$ cat config.mk
export PLATFORM = sky130hd
export DESIGN_NAME = ps2_mouse_rx
export DESIGN_NICKNAME = d
export VERILOG_FILES = /design/src/rtl/ps2_mouse_rx.sv
export SDC_FILE = /design/constraint.sdc
export NUM_CORES = 1
export LEC_CHECK = 0
export BUFFER_PORTS_ARGS = -buffer_cell sky130_fd_sc_hd__buf_4
export CORE_MARGIN = 2
export CORE_UTILIZATION = 59
export DETAILED_ROUTE_END_ITERATION = 8
export HOLD_SLACK_MARGIN = 0.1
export PLACE_DENSITY_LB_ADDON = 0.2
export RECOVER_POWER = 50
export SLEW_MARGIN = 20
export SYNTH_ARGS = -nofsm -noshare
export SYNTH_HDL_FRONTEND = slang
export SYNTH_SLANG_ARGS = --single-unit
$ cat constraint.sdc
create_clock -name clk -period 4.8 [get_ports clk]
set_input_delay 1.2 -clock clk [delete_from_list [all_inputs] [get_ports clk]]
set_output_delay 1.2 -clock clk [all_outputs]
set_load 0.01 [all_outputs]
$ cat src/rtl/ps2_mouse_rx.sv
// ---------------------------------------------------------------------------
// ps2_mouse_rx
//
// Receives the raw PS/2 mouse serial stream (device-clocked 11-bit frames:
// start, 8 data bits LSB first, odd parity, stop) and assembles standard
// 3-byte movement packets. Each completed packet is published on the 25-bit
// toggle-strobed ps2_mouse word; bit 24 flips once per packet so a consumer
// in the clk domain detects new data by watching that bit.
//
// Ports
//   clk          system clock
//   reset        asynchronous, active-high reset
//   ps2_clk_in   PS/2 clock line, asynchronous, idle high
//   ps2_data_in  PS/2 data line, asynchronous, idle high
//   ps2_mouse    {toggle, byte2 (dY), byte1 (dX), byte0 (status)}
//   frame_err    one-cycle pulse on any discarded byte or packet
//   busy         high while a frame is in progress (frame FSM not IDLE)
//
// Handshake: ps2_mouse has no valid/ready pair. It is a level that holds
// between packets; a change of bit 24 marks a new packet, and all 25 bits
// change in the same clk cycle so the word is always coherent.
// ---------------------------------------------------------------------------
module ps2_mouse_rx #(
  parameter int FILT_LEN = 8,
  parameter int TIMEOUT  = 100000
) (
  input  logic        clk,
  input  logic        reset,
  input  logic        ps2_clk_in,
  input  logic        ps2_data_in,
  output logic [24:0] ps2_mouse,
  output logic        frame_err,
  output logic        busy
);

  // Counter widths: the filter counter reaches FILT_LEN-1, the timeout
  // counter reaches TIMEOUT-1.
  localparam int FW = (FILT_LEN > 1) ? $clog2(FILT_LEN + 1) : 1;
  localparam int TW = (TIMEOUT > 1) ? $clog2(TIMEOUT + 1) : 1;

  // Frame FSM encoding.
  localparam logic [1:0] S_IDLE   = 2'd0;
  localparam logic [1:0] S_DATA   = 2'd1;
  localparam logic [1:0] S_PARITY = 2'd2;
  localparam logic [1:0] S_STOP   = 2'd3;

  // -------------------------------------------------------------------------
  // Input conditioning: 2-FF synchroniser followed by a glitch filter on
  // each line. A filtered level flips only after FILT_LEN consecutive
  // synchronised samples disagree with it; any agreeing sample restarts
  // the count, so pulses shorter than FILT_LEN cycles are ignored.
  // -------------------------------------------------------------------------
  logic [1:0]    clk_sync_q, data_sync_q;
  logic [FW-1:0] clk_cnt_q, clk_cnt_d;
  logic [FW-1:0] data_cnt_q, data_cnt_d;
  logic          clk_filt_q, clk_filt_d;
  logic          data_filt_q, data_filt_d;
  logic          clk_prev_q;

  always_comb begin
    clk_filt_d = clk_filt_q;
    clk_cnt_d  = '0;
    if (clk_sync_q[1] != clk_filt_q) begin
      if (clk_cnt_q == FW'(FILT_LEN - 1)) begin
        clk_filt_d = clk_sync_q[1];
      end else begin
        clk_cnt_d = clk_cnt_q + 1'b1;
      end
    end
  end

  always_comb begin
    data_filt_d = data_filt_q;
    data_cnt_d  = '0;
    if (data_sync_q[1] != data_filt_q) begin
      if (data_cnt_q == FW'(FILT_LEN - 1)) begin
        data_filt_d = data_sync_q[1];
      end else begin
        data_cnt_d = data_cnt_q + 1'b1;
      end
    end
  end

  always_ff @(posedge clk or posedge reset) begin
    if (reset) begin
      clk_sync_q  <= 2'b11;
      data_sync_q <= 2'b11;
      clk_cnt_q   <= '0;
      data_cnt_q  <= '0;
      clk_filt_q  <= 1'b1;
      data_filt_q <= 1'b1;
      clk_prev_q  <= 1'b1;
    end else begin
      clk_sync_q  <= {clk_sync_q[0], ps2_clk_in};
      data_sync_q <= {data_sync_q[0], ps2_data_in};
      clk_cnt_q   <= clk_cnt_d;
      data_cnt_q  <= data_cnt_d;
      clk_filt_q  <= clk_filt_d;
      data_filt_q <= data_filt_d;
      clk_prev_q  <= clk_filt_q;
    end
  end

  // Filtered falling edge of ps2_clk; the filtered data level is the bit
  // sampled by this edge.
  logic fall;
  logic sample;
  assign fall   = clk_prev_q & ~clk_filt_q;
  assign sample = data_filt_q;

  // -------------------------------------------------------------------------
  // Timeout: counts while a frame or a partial packet is pending and clears
  // on every falling edge. An edge in the same cycle as expiry wins, since
  // the expiry test sits in the no-edge branch.
  // -------------------------------------------------------------------------
  logic [1:0]    state_q, state_d;
  logic [1:0]    idx_q, idx_d;
  logic [TW-1:0] to_cnt_q, to_cnt_d;
  logic          timeout;
  logic          counting;

  assign counting = (state_q != S_IDLE) || (idx_q != 2'd0);

  always_comb begin
    to_cnt_d = to_cnt_q;
    timeout  = 1'b0;
    if (fall) begin
      to_cnt_d = '0;
    end else if (counting) begin
      if (to_cnt_q == TW'(TIMEOUT - 1)) begin
        timeout  = 1'b1;
        to_cnt_d = '0;
      end else begin
        to_cnt_d = to_cnt_q + 1'b1;
      end
    end else begin
      to_cnt_d = '0;
    end
  end

  // -------------------------------------------------------------------------
  // Frame FSM. Produces a one-cycle byte_vld or byte_err pulse after the
  // stop bit, with the received byte held in byte_q.
  // -------------------------------------------------------------------------
  logic [2:0] bit_cnt_q, bit_cnt_d;
  logic [7:0] shift_q, shift_d;
  logic [7:0] byte_q, byte_d;
  logic       parity_q, parity_d;
  logic       byte_vld_q, byte_vld_d;
  logic       byte_err_q, byte_err_d;

  always_comb begin
    state_d    = state_q;
    bit_cnt_d  = bit_cnt_q;
    shift_d    = shift_q;
    parity_d   = parity_q;
    byte_d     = byte_q;
    byte_vld_d = 1'b0;
    byte_err_d = 1'b0;
    if (fall) begin
      case (state_q)
        S_IDLE: begin
          // A high level on the falling edge is not a start bit; ignore it.
          if (!sample) begin
            state_d   = S_DATA;
            bit_cnt_d = 3'd0;
          end
        end
        S_DATA: begin
          shift_d = {sample, shift_q[7:1]};
          if (bit_cnt_q == 3'd7) begin
            state_d = S_PARITY;
          end else begin
            bit_cnt_d = bit_cnt_q + 3'd1;
          end
        end
        S_PARITY: begin
          parity_d = sample;
          state_d  = S_STOP;
        end
        default: begin
          // Odd parity across the 8 data bits plus the parity bit.
          byte_d = shift_q;
          if (sample && ((^shift_q) ^ parity_q)) begin
            byte_vld_d = 1'b1;
          end else begin
            byte_err_d = 1'b1;
          end
          state_d = S_IDLE;
        end
      endcase
    end else if (timeout) begin
      state_d = S_IDLE;
    end
  end

  // -------------------------------------------------------------------------
  // Packet assembly. byte0 must have bit 3 set; a byte at index 0 without
  // it is treated as a misaligned stream and dropped so the receiver can
  // resynchronise on the next real status byte.
  // -------------------------------------------------------------------------
  logic [7:0]  b0_q, b0_d;
  logic [7:0]  b1_q, b1_d;
  logic [24:0] mouse_q, mouse_d;
  logic        err_q, err_d;

  always_comb begin
    idx_d   = idx_q;
    b0_d    = b0_q;
    b1_d    = b1_q;
    mouse_d = mouse_q;
    err_d   = 1'b0;
    if (byte_err_q) begin
      idx_d = 2'd0;
      err_d = 1'b1;
    end else if (byte_vld_q) begin
      case (idx_q)
        2'd0: begin
          if (!byte_q[3]) begin
            err_d = 1'b1;
          end else begin
            b0_d  = byte_q;
            idx_d = 2'd1;
          end
        end
        2'd1: begin
          b1_d  = byte_q;
          idx_d = 2'd2;
        end
        default: begin
          mouse_d = {~mouse_q[24], byte_q, b1_q, b0_q};
          idx_d   = 2'd0;
        end
      endcase
    end
    if (timeout) begin
      idx_d = 2'd0;
      err_d = 1'b1;
    end
  end

  always_ff @(posedge clk or posedge reset) begin
    if (reset) begin
      state_q    <= S_IDLE;
      bit_cnt_q  <= 3'd0;
      shift_q    <= 8'd0;
      byte_q     <= 8'd0;
      parity_q   <= 1'b0;
      byte_vld_q <= 1'b0;
      byte_err_q <= 1'b0;
      to_cnt_q   <= '0;
      idx_q      <= 2'd0;
      b0_q       <= 8'd0;
      b1_q       <= 8'd0;
      mouse_q    <= 25'd0;
      err_q      <= 1'b0;
    end else begin
      state_q    <= state_d;
      bit_cnt_q  <= bit_cnt_d;
      shift_q    <= shift_d;
      byte_q     <= byte_d;
      parity_q   <= parity_d;
      byte_vld_q <= byte_vld_d;
      byte_err_q <= byte_err_d;
      to_cnt_q   <= to_cnt_d;
      idx_q      <= idx_d;
      b0_q       <= b0_d;
      b1_q       <= b1_d;
      mouse_q    <= mouse_d;
      err_q      <= err_d;
    end
  end

  assign ps2_mouse = mouse_q;
  assign frame_err = err_q;
  assign busy      = (state_q != S_IDLE);

endmodule

==> impl_results.md, run 1 <==
* Status: complete, no violations
* IO Count at 31
* GR Util All Layers at 19.3%
* Clock Tree Buf Depth at 2
* WS Path Type: reg2out
* Initial Util at around three fifths
* Die Y at 88.2 um
* Sequential area share after synthesis at around three fifths
* Skew-Pair Late Insertion Delay at 0.36 ns
* Post-DRT Antenna Nets at 0
* Sink Count at 100
* Clock skew at roughly 0.012 ns
* Max_slew headroom at ~4.5%
* Slew Limit Fails at 0
* Fillers at 513
* Power Dens Cells at approximately 380 nW/um2
* Crit-path max cell delay at around 0.42 ns
* Starting DRT DRC Count at 130
* Vias in the first global route at between 2000 and 2500
* Yosys Warn Count at 0
* Setup WS post-layout at 2.25 ns
* Worst-Margin Slew at 1.43 ns
* Post-Route WL at between 6000 and 7000 um
* Cell Area, Synth at about 4200 um2
* Power Total at 1.81 mW
* Crit end category: output port
* Via density at between 5 and 6
* Initial antenna violation count at 0
* Fin crit period at 2.55 ns
* Die ar. at between 7000 and 8000 um2
* RSZ-0062 raised after global routing: false
* Req. time, crit path at between 3 and 4 ns
* R2R depth at 3
* CTS root buf: clkbuf_8
* Peak VDD IR at ~230 uV
* Hold depth at 0
* Syn nets at approximately 330
* Hold endpoint: data_sync_q[1]
* Minimum setup slack after placement at approximately 2.4 ns
* Post-synthesis register bit count at 100
* Placed cells at 440
* Setup bufs post-CTS at 0
* DR WL/cell at around 15 um
* First-pass DRT Iterations at 4
* CP Max Fanout at 4
* Synth area leaders: dfrtp_1 (56%), mux2_2 (15%), dfstp_2 (4.4%), xnor2_1 (2.9%), ha_1 (2.7%)
* Post-Layout Cell Count at roughly 460
* Post-route cell area at ~4800 um2
* Area of the core at ~7000 um2
* Die Width at about 88 um
* Max cap viols at 0
* Area leader, netlist: dfrtp_1
* Yosys cell types at 40
* CTS tree: built
* WP data arrival at around 1.4 ns
* # hold bufs at CTS at 0
* Hpwl dp at 4580 um
* Antenna cell count at 0
* Routability Congestion at around 0.8
* R2R Path End: ps2_mouse[23]
* Worst path most repeated cell: inv_1
* Post_cts resized at 0
* First-pass GRT wire length at 11500 um
* Slowest CP cell: dfrtp_1
* Syn Area/Cell at approximately 13 um2
* Clk slew on worst S/H paths at about 0.090 ns
* Hold path startpoint: data_sync_q[0]
* Final period util at 53.1%
* Fin. Hold Viols at 0
* Layout area overhead at 13.7%
* H-tree Lvls at 3
* Row count at 30
* Worst min-delay path class: reg2reg
* Grt total ovfl at 0
* Fmax at a little under 400 MHz
* Cells along the critical path: inv_1, ha_1, inv_1, buf_4
* Gate Count Post-Synth at between 300 and 400
* Final setup viols at 0
* Largest net degree at the start of global routing at 75
* Setup TNS at 0 ns
* Port bufs at 30
* Nets at 368
* Placed Area at roughly 4500 um2
* R2r setup slk at 2.63 ns
* CTS buffer count at 9
* Worst reg2reg startpoint: byte_err_q
* Yosys top cell area share at between 50% and 60%
* Leak Pwr at ~2.3 nW
* Layout cells sized above 1 at between 30% and 40%
* Drc violations at 0
* Vias at about 2500
* Startpoint types: register
-- registers in the layout (all words and copies together), names as in the netlist --
name and cells:
b0_q 8, data_sync_q 2, parity_q 1, shift_q 8
b1_q 8, clk_sync_q 2, data_filt_q 1, clk_prev_q 1
data_cnt_q 4, clk_cnt_q 4, idx_q 2, byte_err_q 1
byte_vld_q 1, to_cnt_q 17, state_q 2, byte_q 8
frame_err 1, clk_filt_q 1, ps2_mouse 25, bit_cnt_q 3
-- synth_stat cells, drive strengths merged --
| cell type | count |
|---|---|
| nand4 | 6 |
| a21bo | 2 |
| buf | 1 |
| nand2 | 13 |
| dfstp | 7 |
| nor4bb | 3 |
| and3 | 2 |
| or3 | 3 |
| nor4b | 2 |
| or4 | 1 |
| inv | 9 |
| o31ai | 4 |
| xnor2 | 14 |
| nor3 | 3 |
| a211oi | 2 |
| nor4 | 1 |
| ha | 9 |
| clkbuf | 4 |
| dfrtp | 93 |
| mux2i | 1 |
| a22oi | 2 |
| and2 | 3 |
| and4 | 2 |
| or2 | 2 |
| xor2 | 6 |
| xnor3 | 2 |
| nor2 | 28 |
| nand2b | 3 |
| o21ai | 6 |
| a21oi | 6 |
| nor3b | 2 |
| nand3 | 8 |
| nand3b | 2 |
| nor2b | 7 |
| a211o | 1 |
| mux2 | 56 |
-- kinds of logic after synthesis --
family	share of synthesized area, %
buffers and inverters	1.29
muxes	15.3
AOI/OAI and AO/OA	3.56
and+or+nand+nor	11.8
DFF	60.1
adders and majority gates	2.69
xor gates and xnor gates	5.27
-- area by class of cell --
type                            count  area, um2  share of cell area, %
Clock buffer                       10        138                   2.90
Clock inverter                      6       95.1                   2.00
Inverter                            9       36.3                  0.763
Multi-Input combinational cell    202       1620                   34.0
Sequential cell                   100       2510                   52.8
Tap cell                           96        120                   2.53
Timing Repair Buffer               33        236                   4.97
-- through the flow --
stage / util, % / hold WS (ns)
5_1_grt: 69.6 / 0.368
2_1_floorplan: - / 0.345
3_3_place_gp: 66.4 / 0.348
4_1_cts: 69.8 / 0.362
6_report: 69.6 / 0.361
3_5_place_dp: 66.4 / 0.349
-- power breakdown --
group | switching [mW] | internal, mW
Sequential | 0.0506 | 0.903
Clock | 0.287 | 0.314
Combinational | 0.154 | 0.101
-- how the worst max path moves through the flow --
stage                    start         end  cells past startpoint
floorplan                reset     b0_q[0]                      1
global placement         reset  clk_filt_q                      3
detailed placement       reset  clk_filt_q                      3
CTS                 state_q[1]        busy                      4
global route        state_q[0]        busy                      4
finish              state_q[0]        busy                      4
-- metal layers --
| layer | wire [um] | share of wire (%) | up-vias | track usage, % |
|---|---|---|---|---|
| li1 | - | - | 1184 | - |
| met1 | 3270 | 48 | 1229 | 26.6 |
| met2 | 3240 | 48 | 37 | 30.8 |
| met3 | 218 | 3.2 | 8 | 3.86 |
| met4 | 76 | 1.1 | 0 | 7.02 |
| met5 | 0 | 0 | - | 0 |
-- placed cells by master (no fill, tap or decap), types with 8 or more instances in the layout --
cell type,count
ha_1,9
nand2_1,13
mux2_2,56
nand3_1,8
buf_4,28
clkbuf_8,10
inv_1,8
dfrtp_1,93
xnor2_1,14
nor2_1,28
-- worst max-delay path: cells and delay by family (launching register included) --
family,cells,cell delay (ns)
adders and majority gates,1,0.22
buffers and inverters,3,0.35
DFF,1,0.42
Note: power is estimated with default switching activity, not from simulation.
==> inputs of run 2 (changes only) <==
Clock period 4.8 ns to 2.62 ns, I/O delays scaled along.
==> run 2 against run 1 <==
  * First-iteration DRC count shrank 16%
  * Die area is the same
  * Sequential cell count is the same
  * Critical path depth grew 2
  * Worst hold slack gained 0.0039 ns
  * Combinational power grew 83%
  * Clock skew grew 0.0017 ns
  * Via count shrank 0.85%
  * Total power grew 74%
  * Register-to-register slack lost 2.0 ns
==> impl_results.md, run 2 (synthesized netlist as in run 1, its figures left out) <==
* Flip-flop count of the largest register after layout at 25 (unchanged)
* Post-Route WL at 6660 um (-2.1%)
* Final setup viols at 0 (unchanged)
* # hold bufs at CTS at 0 (unchanged)
* Slew Limit Fails at 0 (unchanged)
* Routability Congestion at 0.793 (+1.2%)
* Fin. Hold Viols at 0 (unchanged)
* R2r setup slk at 0.62 ns (-2.01 ns)
* Hpwl dp at 4590 um (about the same)
* Antenna cell count at 0 (unchanged)
* R2R Path End: to_cnt_q[5]
* CP Max Fanout at 14 (+10)
* First-pass GRT wire length at 11300 um (-1.4%)
* Die ar. at 7780 um2 (unchanged)
* Worst path most repeated cell: inv_1
* Starting DRT DRC Count at 109 (-16%)
* Via density at 5.32 (-1.3%)
* Cells along the critical path: inv_1, ha_1, inv_1, o31ai_1, nand2b_1, nor2_1
* Core Util, Final at 69.3% (-0.27 points)
* Final period util at ~76%
* Fmax at around 500 MHz
* Worst reg2reg startpoint: state_q[1]
* Largest net degree at the start of global routing at 41 (-45%)
* Initial antenna violation count at 0 (unchanged)
* Clock Tree Buf Depth at 2 (unchanged)
* Crit end category: register
* Row count at 30 (unchanged)
* CTS tree: built
* Minimum setup slack after placement at 0.575 ns (-1.83 ns)
* Setup WS post-layout at 0.616 ns (-1.64 ns)
* Req. time, crit path at 2.85 ns (-0.75 ns)
* Clk slew on worst S/H paths at 0.10 ns (about the same)
* CTS buffer count at 9 (unchanged)
* RSZ-0062 raised after global routing: false
* Grt total ovfl at 0 (unchanged)
* Clock skew at 0.0137 ns (+0.00167 ns)
* Layout area overhead at 13.2%
* WP data arrival at 2.24 ns (+0.89 ns)
* R2R depth at 6 (+3)
* Port bufs at 30 (unchanged)
* Power Dens Cells at 665 nW/um2 (+75%)
* Layout cells sized above 1 at 33.7% (+1.5 points)
* Max cap viols at 0 (unchanged)
* Status: complete, no violations
* Commonest non-fill, non-tap cell in the layout: dfrtp_1
* Vias in the first global route at 2385 (-1.1%)
* Worst-Margin Slew at 1.07 ns (-0.366 ns)
* Nets at 370 (+0.54%)
* Startpoint types: register
* Drc violations at 0 (unchanged)
* GR Util All Layers at 19.2% (-0.096 points)
* Slowest CP cell: nand2b_1
* Setup bufs post-CTS at 0 (unchanged)
* Crit path depth at 6 (+2)
* Die Width at 88.2 um (unchanged)
* Worst min-delay path class: reg2reg
* Hold path startpoint: clk_sync_q[0]
* Sink Count at 100 (unchanged)
* Critical path origin: state_q[1]
* Max_slew headroom at 28.5% (+24 points)
* WS Path Type: reg2reg
* Peak VDD IR at 430 uV (+86%)
* Most frequent cells in the layout: dfrtp_1 (93), mux2_2 (56), buf_4 (30), nor2_1 (28), xnor2_1 (14)
* DR WL/cell at 14.5 um (-2.5%)
* Fin crit period at approximately 2.0 ns
* Setup TNS at 0 ns (unchanged)
* Initial Util at 61.2% (unchanged)
* Post_cts resized at 0 (unchanged)
* IO Count at 31 (unchanged)
* Vias at 2437 (-0.85%)
* Worst Setup EP: to_cnt_q[5]
* Area of the core at 6830 um2 (unchanged)
* Crit-path max cell delay at 0.49 ns (+0.07 ns)
* Final hold slack at 0.365 ns (+0.00389 ns)
* CP top delay family: simple AND/OR/NAND/NOR gates
* CTS root buf: clkbuf_8
* H-tree Lvls at 3 (unchanged)
* CP bufs+invs at 2 (-1)
* Leak Pwr at 2.34 nW (-0.46%)
* Post-DRT Antenna Nets at 0 (unchanged)
* Die Y at 88.2 um (unchanged)
* Skew-Pair Late Insertion Delay at 0.36 ns (about the same)
* First-pass DRT Iterations at 4 (unchanged)
==> run 2: cell count changes in the layout (fill, tap and decap cells not counted), moves of 2 or more <==
cell	before	now
buf_4	28	30
bufinv_16	2	0
clkbuf_1	3	0
clkbuf_2	0	2
clkinv_4	2	0
clkinvlp_4	0	2
inv_8	0	2
==> run 2: final cells by class <==
class                   instances  area [um2]
clock inverters                 7        63.8
inverters                       9        35.0
well taps                      96         120
fillers                       501        2100
clock buffers                   9         124
multi-input cells             202        1620
repair buffers                 35         258
flip-flops and latches        100        2510
==> run 2: layer usage <==
metal	wire length, um	track usage (%)	vias up
met5	0	0	-
met4	89	7.99	0
met3	198	4.34	10
met2	3090	28.2	40
met1	3280	27.9	1200
li1	-	-	1187
==> run 2: power by group <==
group | leakage (nW) | total, mW | internal [mW] | switching (mW)
Sequential | 1.36 | 1.75 | 1.65 | 0.0933
Combinational | 0.881 | 0.464 | 0.184 | 0.279
Clock | 0.0907 | 0.937 | 0.369 | 0.568
==> run 2: worst register-to-register path, cell delays in order, from the launching register on <==
cell and delay (ns):
dfrtp_1 0.42, inv_1 0.12, ha_1 0.22, inv_1 0.08
o31ai_1 0.43, nand2b_1 0.49, nor2_1 0.12
==> run 2: through the flow <==
stage	power (mW)	cells	area, um2
after floorplan	2.13	316	4190
after global placement	2.24	442	4580
after detailed placement	2.26	442	4580
after CTS	3.20	458	4770
after global routing	3.34	458	4730
final	3.15	458	4730
==> run 2: worst min path at each step <==
stage | to | slack (ns) | cells after the start
after floorplan | clk_sync_q[1] | 0.35 | 0
after global placement | data_sync_q[1] | 0.35 | 0
after detailed placement | data_sync_q[1] | 0.35 | 0
after CTS | ps2_mouse[14] | 0.36 | 2
after global routing | data_sync_q[0] | 0.36 | 1
final | clk_sync_q[1] | 0.36 | 0
